--- config.mk ---
export PLATFORM = sky130hd
export DESIGN_NAME = seq_divider_32bit
export DESIGN_NICKNAME = d
export VERILOG_FILES = /design/src/rtl/seq_divider_32bit.sv
export SDC_FILE = /design/constraint.sdc
export NUM_CORES = 1
export LEC_CHECK = 0
export ABC_AREA = 1
export ABC_CLOCK_PERIOD_IN_PS = 2800
export BUFFER_PORTS_ARGS = -buffer_cell sky130_fd_sc_hd__buf_2
export CAP_MARGIN = 20
export CELL_PAD_IN_SITES_DETAIL_PLACEMENT = 0
export CELL_PAD_IN_SITES_GLOBAL_PLACEMENT = 1
export CORE_AREA = 2 2 180 147
export CTS_CLUSTER_DIAMETER = 50
export DETAILED_ROUTE_END_ITERATION = 16
export DIE_AREA = 0 0 182 149
export PLACE_DENSITY = 0.79
export SLEW_MARGIN = 20
export SYNTH_ARGS = -nofsm -noshare
export SYNTH_HDL_FRONTEND = slang
export SYNTH_SLANG_ARGS = --single-unit
--- constraint.sdc ---
create_clock -name clock -period 2.8 [get_ports clock]
set_input_delay 0.42 -clock clock [delete_from_list [all_inputs] [get_ports clock]]
set_output_delay 0.42 -clock clock [all_outputs]
set_load 0.005 [all_outputs]
--- src/rtl/seq_divider_32bit.sv ---
// -----------------------------------------------------------------------------
// seq_divider_32bit
//   Iterative unsigned divider using the radix-2 restoring algorithm. It
//   produces one quotient bit per clock behind a start/done handshake.
//
//   Ports
//     clock        in   rising-edge clock
//     reset_n      in   asynchronous, active-low reset
//     start        in   request a division; sampled only while not busy
//     dividend     in   numerator, captured on the accepting edge
//     divisor      in   denominator, captured on the accepting edge
//     busy         out  high from the accepting edge until the end of FIN
//     done         out  one-cycle pulse while the results are presented
//     quotient     out  dividend / divisor (all ones on divide by zero)
//     remainder    out  dividend % divisor (dividend on divide by zero)
//     div_by_zero  out  high with done when the captured divisor was zero
//
//   Timing (accepting edge = cycle 0)
//     non-zero divisor : done in cycle WIDTH+1
//     zero divisor     : done in cycle 1
//   Results hold between operations and change only on entry to FIN.
// -----------------------------------------------------------------------------
module seq_divider_32bit #(
  parameter int WIDTH = 32,
  parameter int CNT_W = 6
) (
  input  logic             clock,
  input  logic             reset_n,
  input  logic             start,
  input  logic [WIDTH-1:0] dividend,
  input  logic [WIDTH-1:0] divisor,
  output logic             busy,
  output logic             done,
  output logic [WIDTH-1:0] quotient,
  output logic [WIDTH-1:0] remainder,
  output logic             div_by_zero
);

  typedef enum logic [1:0] {
    IDLE = 2'd0,
    CALC = 2'd1,
    FIN  = 2'd2
  } state_t;

  localparam logic [CNT_W-1:0] LAST_ITER = CNT_W'(WIDTH - 1);

  state_t           state;
  logic [CNT_W-1:0] count;
  logic [WIDTH-1:0] rem_r;   // partial remainder, always < divisor between steps
  logic [WIDTH-1:0] quo_r;   // shifts dividend out the top, quotient in the bottom
  logic [WIDTH-1:0] div_r;   // captured divisor

  // One restoring step. The shifted remainder carries an extra top bit, so the
  // compare and subtract are done WIDTH+1 wide and cannot overflow.
  logic [WIDTH:0]   shifted;
  logic [WIDTH:0]   div_ext;
  logic             fits;
  logic [WIDTH-1:0] rem_next;
  logic [WIDTH-1:0] quo_next;

  // NOTE: every signal assigned in always_comb gets a value on every path,
  // here by a default at the top, so no latch is inferred.
  always_comb begin
    shifted  = {rem_r, quo_r[WIDTH-1]};
    div_ext  = {1'b0, div_r};
    fits     = (shifted >= div_ext);
    rem_next = shifted[WIDTH-1:0];
    quo_next = {quo_r[WIDTH-2:0], fits};
    if (fits) begin
      rem_next = WIDTH'(shifted - div_ext);
    end
  end

  // NOTE: sequential state uses non-blocking assignments only, so every
  // register samples the pre-edge value of every other register.
  always_ff @(posedge clock or negedge reset_n) begin
    if (!reset_n) begin
      state       <= IDLE;
      count       <= '0;
      rem_r       <= '0;
      quo_r       <= '0;
      div_r       <= '0;
      busy        <= 1'b0;
      done        <= 1'b0;
      quotient    <= '0;
      remainder   <= '0;
      div_by_zero <= 1'b0;
    end else begin
      case (state)
        IDLE: begin
          if (start) begin
            busy  <= 1'b1;
            count <= '0;
            rem_r <= '0;
            quo_r <= dividend;
            div_r <= divisor;
            if (divisor == '0) begin
              // Skip the iterations; the result is defined directly.
              state       <= FIN;
              done        <= 1'b1;
              quotient    <= '1;
              remainder   <= dividend;
              div_by_zero <= 1'b1;
            end else begin
              state <= CALC;
            end
          end
        end

        CALC: begin
          rem_r <= rem_next;
          quo_r <= quo_next;
          count <= count + 1'b1;
          if (count == LAST_ITER) begin
            // The final step's result goes straight to the outputs so they
            // are valid for the whole FIN cycle.
            state       <= FIN;
            done        <= 1'b1;
            quotient    <= quo_next;
            remainder   <= rem_next;
            div_by_zero <= 1'b0;
          end
        end

        FIN: begin
          state <= IDLE;
          busy  <= 1'b0;
          done  <= 1'b0;
        end

        default: begin
          state <= IDLE;
          busy  <= 1'b0;
          done  <= 1'b0;
        end
      endcase
    end
  end

endmodule

==> out/results.ini, run 1 <==
[timing]
tightest_slew_ns=0.752
period_minus_slack_ns=2.49
setup_viol=0
fin_crit_sh_pct=88.9
drv_slew=0
fmax_mhz=402
fin_tns_setup_ns=0
fin_skew_ns=0.0158
hold_violations=0
slew_headroom_pct=49.8
rsz0062_at_grt=no
timing.hold.ws_ns=0.239

[yosys]
synth_cells=1500
yosysSeqAreaShare_pct=40.0
yosysUniqueCellTypes=44
avgSynthCellArea_sq_um=7.13
synth_seq_cells=171
ys_warn_count=0
synthesis.nets=1601
synthesis.area_sq_um=10700

[clock_network]
clock_sinks=171
numCtsBuffers=17
worstSkewPairLatency_ns=0.44
cts.clk_slew.worst_paths_ns=0.07
cts-root-buf=clkbuf_16
htreeDepth=4
clockBufferDepth=2
cts_tree=done

[routing]
viasPerCell=5.00
drtIter0Drc=748
wl_microns=32200
drc=0
wl_per_cell_microns=16.4
vias=9809
ant_nets=0
dr.pass1.iters=5

[power]
seqPwrFrac_pct=26.3
p_int_uw=8690
total_leakage_power_uw=0.00676
powerDensity_nw_per_um2=1420
switching_share_pct=50.2
total_power_uw=17400
power.switching_uw=8750
p_clk_share_pct=13.7
vdd_ir_drop_max_uv=782
p_comb_share_pct=60.0

[worst_setup_path]
cp-start-kind=flip-flop
crit_type=reg -> reg
end_kind=flip-flop
crit_fanout=34
critPathArrivalTime_ns=2.88
required_ns=3.19

[global_route]
grt_pass1_vias=9412
grt_overflow=0
antenna_found_initial=0
grtUsageTotal_pct=24.5
grt_max_degree=71
grt_pass1_wl_microns=51300

[placement]
finalWeightedCongestion=0.919
dp.cells=1927
postPlaceCellArea_sq_um=11700
dp_hpwl_microns=24900
io_buffers=133

[die]
rows=53
core_sq_um=25600
dieArea_sq_um=27100
initial_core_util_pct=41.8
io-pin-count=134
fp.dieH_microns=149
die_w_microns=182

[worst_hold_path]
hold_path.class=in -> reg

[cells_and_area]
finalNonFillerCells=1960
fin_nets=1718
fill_cells=2618
drive_above_1_share_pct=17.4
areaGrowthSynthToFinish_pct=14.7
fin_area_sq_um=12300
antennaDiodeCount=0

[job]
max_cap_violations=0

[outcome]
outcome=finished clean

-- critical path: stages, from the launching register on --
cell,delay [ns]
dfrtp_1,0.41
ha_1,0.39
nand2_1,0.16
nor2_1,0.37
nand3_1,0.13
nor2_1,0.11
nand2_1,0.07
nand2_2,0.11
nor2_8,0.05
nand2_8,0.27
nand3_2,0.13
nand3_1,0.11
nand2_1,0.06
inv_1,0.05
-- power groups by stage --
stage / clock (uW) / sequential, uW / combinational [uW]
after floorplan: 0 / 4400 / 7660
after global placement: 0 / 4600 / 10400
after detailed placement: 0 / 4620 / 10500
after CTS: 2450 / 4590 / 10500
after global routing: 2530 / 4730 / 11900
final: 2400 / 4580 / 10500
-- layout by cell type, fill, tap and decap left out, types with 7 or more instances in the layout --
cell,Yosys,routed
nand2_2,5,7
inv_1,243,243
nand4_1,45,45
or2_2,32,32
dfrtp_1,171,171
ha_1,33,33
nand3_1,134,134
nand3_2,30,30
clkbuf_16,0,17
nand2_1,433,431
inv_2,11,11
nor2_2,7,7
a21oi_1,39,39
buf_4,4,21
o21ai_1,25,25
buf_2,21,132
xor2_1,15,15
o21ai_0,31,31
o21a_1,28,28
nor2_1,127,126
-- flip-flops by register name (all words and copies together), names as in the netlist --
| signal | cells |
|---|---|
| done | 1 |
| div_by_zero | 1 |
| div_r | 32 |
| quotient | 32 |
| count | 6 |
| remainder | 32 |
| busy | 1 |
| rem_r | 32 |
| state | 2 |
| quo_r | 32 |
-- path summary, 6_finish.rpt --
| path | startpoint | endpoint | slack, ns | cells past startpoint |
|---|---|---|---|---|
| max | rem_r[26]$_DFFE_PN0P_ | remainder[9]$_DFFE_PN0P_ | 0.31 | 13 |
| min | divisor[1] | div_r[1]$_DFFE_PN0P_ | 0.24 | 3 |
| max reg2reg | rem_r[26]$_DFFE_PN0P_ | remainder[9]$_DFFE_PN0P_ | 0.31 | 13 |
| min reg2reg | done$_DFFE_PN0P_ | done$_DFFE_PN0P_ | 0.47 | 2 |
| max in group asynchronous | reset_n | remainder[26]$_DFFE_PN0P_ | 1.48 | 3 |
| min in group asynchronous | reset_n | remainder[22]$_DFFE_PN0P_ | 0.54 | 2 |
-- through the flow --
stage          setup slack (ns)  utilization, %
6_report                  0.310            47.9
5_1_grt                   0.113            47.9
4_1_cts                   0.343            47.9
3_5_place_dp              0.367            45.6
3_3_place_gp              0.365            45.6
2_1_floorplan             0.788               -
-- routing by layer --
metal / up-vias / wire length [microns] / global-route usage (%)
li1: 4928 / - / -
met1: 4572 / 15500 / 35.2
met2: 273 / 14400 / 38.2
met3: 36 / 1760 / 4.30
met4: 0 / 578 / 6.29
met5: - / 0 / 0
-- final cells by class --
| type | instances | area, sq um | share of cell area [%] |
|---|---|---|---|
| clock inverters | 11 | 106 | 0.868 |
| clock buffers | 21 | 480 | 3.92 |
| inverters | 254 | 953 | 7.78 |
| flip-flops and latches | 171 | 4280 | 34.9 |
| multi-input cells | 1016 | 5150 | 42.0 |
| repair buffers | 157 | 880 | 7.17 |
| well taps | 330 | 413 | 3.37 |
-- cell usage after synthesis (all sizes together) --
cell type	number	area share (%)
a21o	1	0.070
a21oi	41	2.0
a22o	1	0.082
a31oi	2	0.12
and2	4	0.23
buf	38	2.3
clkbuf	21	0.75
dfrtp	171	40
fa	1	0.19
ha	33	3.9
inv	254	8.9
nand2	440	16
nand3	165	9.2
nand3b	1	0.070
nand4	45	2.6
nor2	136	5.2
nor3	7	0.37
nor4	4	0.23
o21a	28	2.0
o21ai	56	2.6
o21bai	1	0.070
o22ai	1	0.059
o32ai	1	0.082
or2	32	1.9
xnor2	1	0.082
xor2	15	1.2
-- logic make-up after synthesis --
group                      after synthesis  synth area share [%]
and+or+nand+nor                        834                  35.6
xor gates and xnor gates                16                  1.31
AOI/OAI and AO/OA                      132                  7.06
buffers and inverters                  313                  12.0
DFF                                    171                  40.0
adders and majority gates               34                  4.05
-- timing repair --
action,4_1_cts,5_1_grt
hold buffers,1,0
hold endpoints to repair,21,0
setup endpoints to repair,0,0
gates resized for setup,0,0
setup buffers,0,0
(Power assumes the default switching activity.)
==> run 2: changes to the inputs <==
BUFFER_PORTS_ARGS = default   (was -buffer_cell sky130_fd_sc_hd__buf_2)
CORE_AREA = 2 2 172 140   (was 2 2 180 147)
DIE_AREA = 0 0 174 142   (was 0 0 182 149)
DONT_BUFFER_PORTS = 1   (was default)
GPL_TIMING_DRIVEN = 0   (was default)
==> out/results.ini, run 2 (same netlist as run 1, synthesis figures left out) <==
[worst_setup_path]
required_ns=3.18
r2r_cells=14
worstReg2RegEnd=remainder[14]$_DFFE_PN0P_
crit_fanout=10
slowest_delay_ns=0.43
r2r_slack_ns=0.28
crit_type=reg -> reg
end_kind=flip-flop
cp_common_cell=nand2_1
critPathArrivalTime_ns=2.91
cp-start-kind=flip-flop
rr_startpoint=rem_r[26]$_DFFE_PN0P_
crit_chain=ha_1, nand2_1, nor2_1, nand3_1, nor2_1, nand2_1, nand2_2, nor2_8, nand2_8, buf_8, nand3_2, nand3_1, nand2_1, inv_1
crit_slowest_cell=dfrtp_1

[cells_and_area]
areaGrowthSynthToFinish_pct=9.13
antennaDiodeCount=0
fin_nets=1620
finalNonFillerCells=1844
drive_above_1_share_pct=10.2
fill_cells=2404
layout_common_cells=433 x nand2_1, 243 x inv_1, 171 x dfrtp_1
mostFrequentLayoutCell=nand2_1

[worst_hold_path]
hold_path.class=in -> async

[timing]
drv_slew=0
timing.hold.ws_ns=-0.339
tightest_slew_ns=0.693
setup_viol=0
slew_headroom_pct=53.8
fin_tns_setup_ns=0
fmax_mhz=396
fin_skew_ns=0.0212
period_minus_slack_ns=2.52
rsz0062_at_grt=no
fin_crit_sh_pct=90.2
hold_violations=171

[global_route]
grtUsageTotal_pct=27.4
grt_max_degree=172
antenna_found_initial=0
grt_pass1_wl_microns=52100
grt_overflow=0
grt_pass1_vias=9295

[placement]
dp.cells=1812
io_buffers=0
finalWeightedCongestion=0.913
dp_hpwl_microns=26000

[routing]
wl_microns=32600
drc=0
drtIter0Drc=715
vias=9492
ant_nets=0
dr.pass1.iters=5
viasPerCell=5.15
wl_per_cell_microns=17.7

[power]
vdd_ir_drop_max_uv=504
powerDensity_nw_per_um2=1490
total_leakage_power_uw=0.00629

[clock_network]
cts_tree=done
cts-root-buf=clkbuf_16
clockBufferDepth=2
cts.clk_slew.worst_paths_ns=0.08
htreeDepth=4
numCtsBuffers=17
clock_sinks=171
worstSkewPairLatency_ns=0.45
cts_setup_buffers=0

[job]
max_cap_violations=0

[die]
fp.dieH_microns=142
io-pin-count=134
rows=50
initial_core_util_pct=46.4
dieArea_sq_um=24700
die_w_microns=174
core_sq_um=23000

[outcome]
violations=hold timing
outcome=finished, violations left

==> run 2: cell types whose count changed in the layout (fill, tap and decap cells not counted), sizes merged <==
cell         change
inv              +2
bufinv           -1
clkinvlp         -2
buf            -118
clkbuf          +18
clkinv           +4
dlygate4sd3      -1
==> run 2: timing repair <==
item,CTS,global route
hold endpoints to repair,171,171
endpoints found under the setup margin,0,1
resized for setup,0,1
==> run 2: where the power goes <==
part / switching (uW) / internal, uW / leakage, uW
logic: 6730 / 3510 / 0.00400
clock network: 1190 / 1190 / 0.000281
registers: 974 / 3750 / 0.00201
==> run 2: how the worst max path moves through the flow <==
stage,slack [ns],depth (start not counted),from,to
floorplan,0.79,16,quo_r[31]$_DFFE_PN0P_,remainder[28]$_DFFE_PN0P_
global placement,0.19,9,divisor[13],remainder[14]$_DFFE_PN0P_
detailed placement,0.20,9,divisor[21],remainder[14]$_DFFE_PN0P_
CTS,0.25,16,quo_r[31]$_DFFE_PN0P_,remainder[28]$_DFFE_PN0P_
global route,0.05,14,rem_r[26]$_DFFE_PN0P_,remainder[14]$_DFFE_PN0P_
finish,0.28,14,rem_r[26]$_DFFE_PN0P_,remainder[14]$_DFFE_PN0P_
==> run 2: stage by stage <==
| step | cell area (sq um) | power [uW] | setup WS [ns] | util [%] | hold WS, ns |
|---|---|---|---|---|---|
| after detailed placement | 11100 | 14900 | 0.203 | 48.1 | 0.130 |
| after global placement | 11100 | 14800 | 0.192 | 48.1 | 0.133 |
| after global routing | 11700 | 19000 | 0.0539 | 50.7 | -0.356 |
| after CTS | 11700 | 17400 | 0.246 | 50.7 | -0.347 |
| final | 11700 | 17300 | 0.275 | 50.7 | -0.339 |
| after floorplan | 10700 | 12100 | 0.788 | - | 0.124 |
==> run 2: final cells by class <==
type | instances | area, sq um | share of cell area [%]
plain buffers | 59 | 325 | 2.79
inverters | 254 | 953 | 8.17
flip-flops and latches | 171 | 4280 | 36.7
clock inverters | 14 | 154 | 1.32
multi-input cells | 1016 | 5140 | 44.0
clock buffers | 18 | 429 | 3.68
well taps | 312 | 390 | 3.35
==> run 2: routing by layer <==
metal / global-route usage, % / share of wire (%) / vias to the layer above
met5: 0 / 0 / -
met1: 40.2 / 50 / 4471
li1: - / - / 4736
met2: 41.6 / 42 / 261
met4: 6.28 / 1.5 / 0
met3: 5.61 / 6.6 / 24
==> run 2: critical path, delay by kind of cell, from the launching register on <==
kind | cells | cell delay, ns
adder cells (fa/ha/maj) | 1 | 0.40
buffers and inverters | 2 | 0.22
flip-flops | 1 | 0.43
AND/OR/NAND/NOR | 11 | 1.42
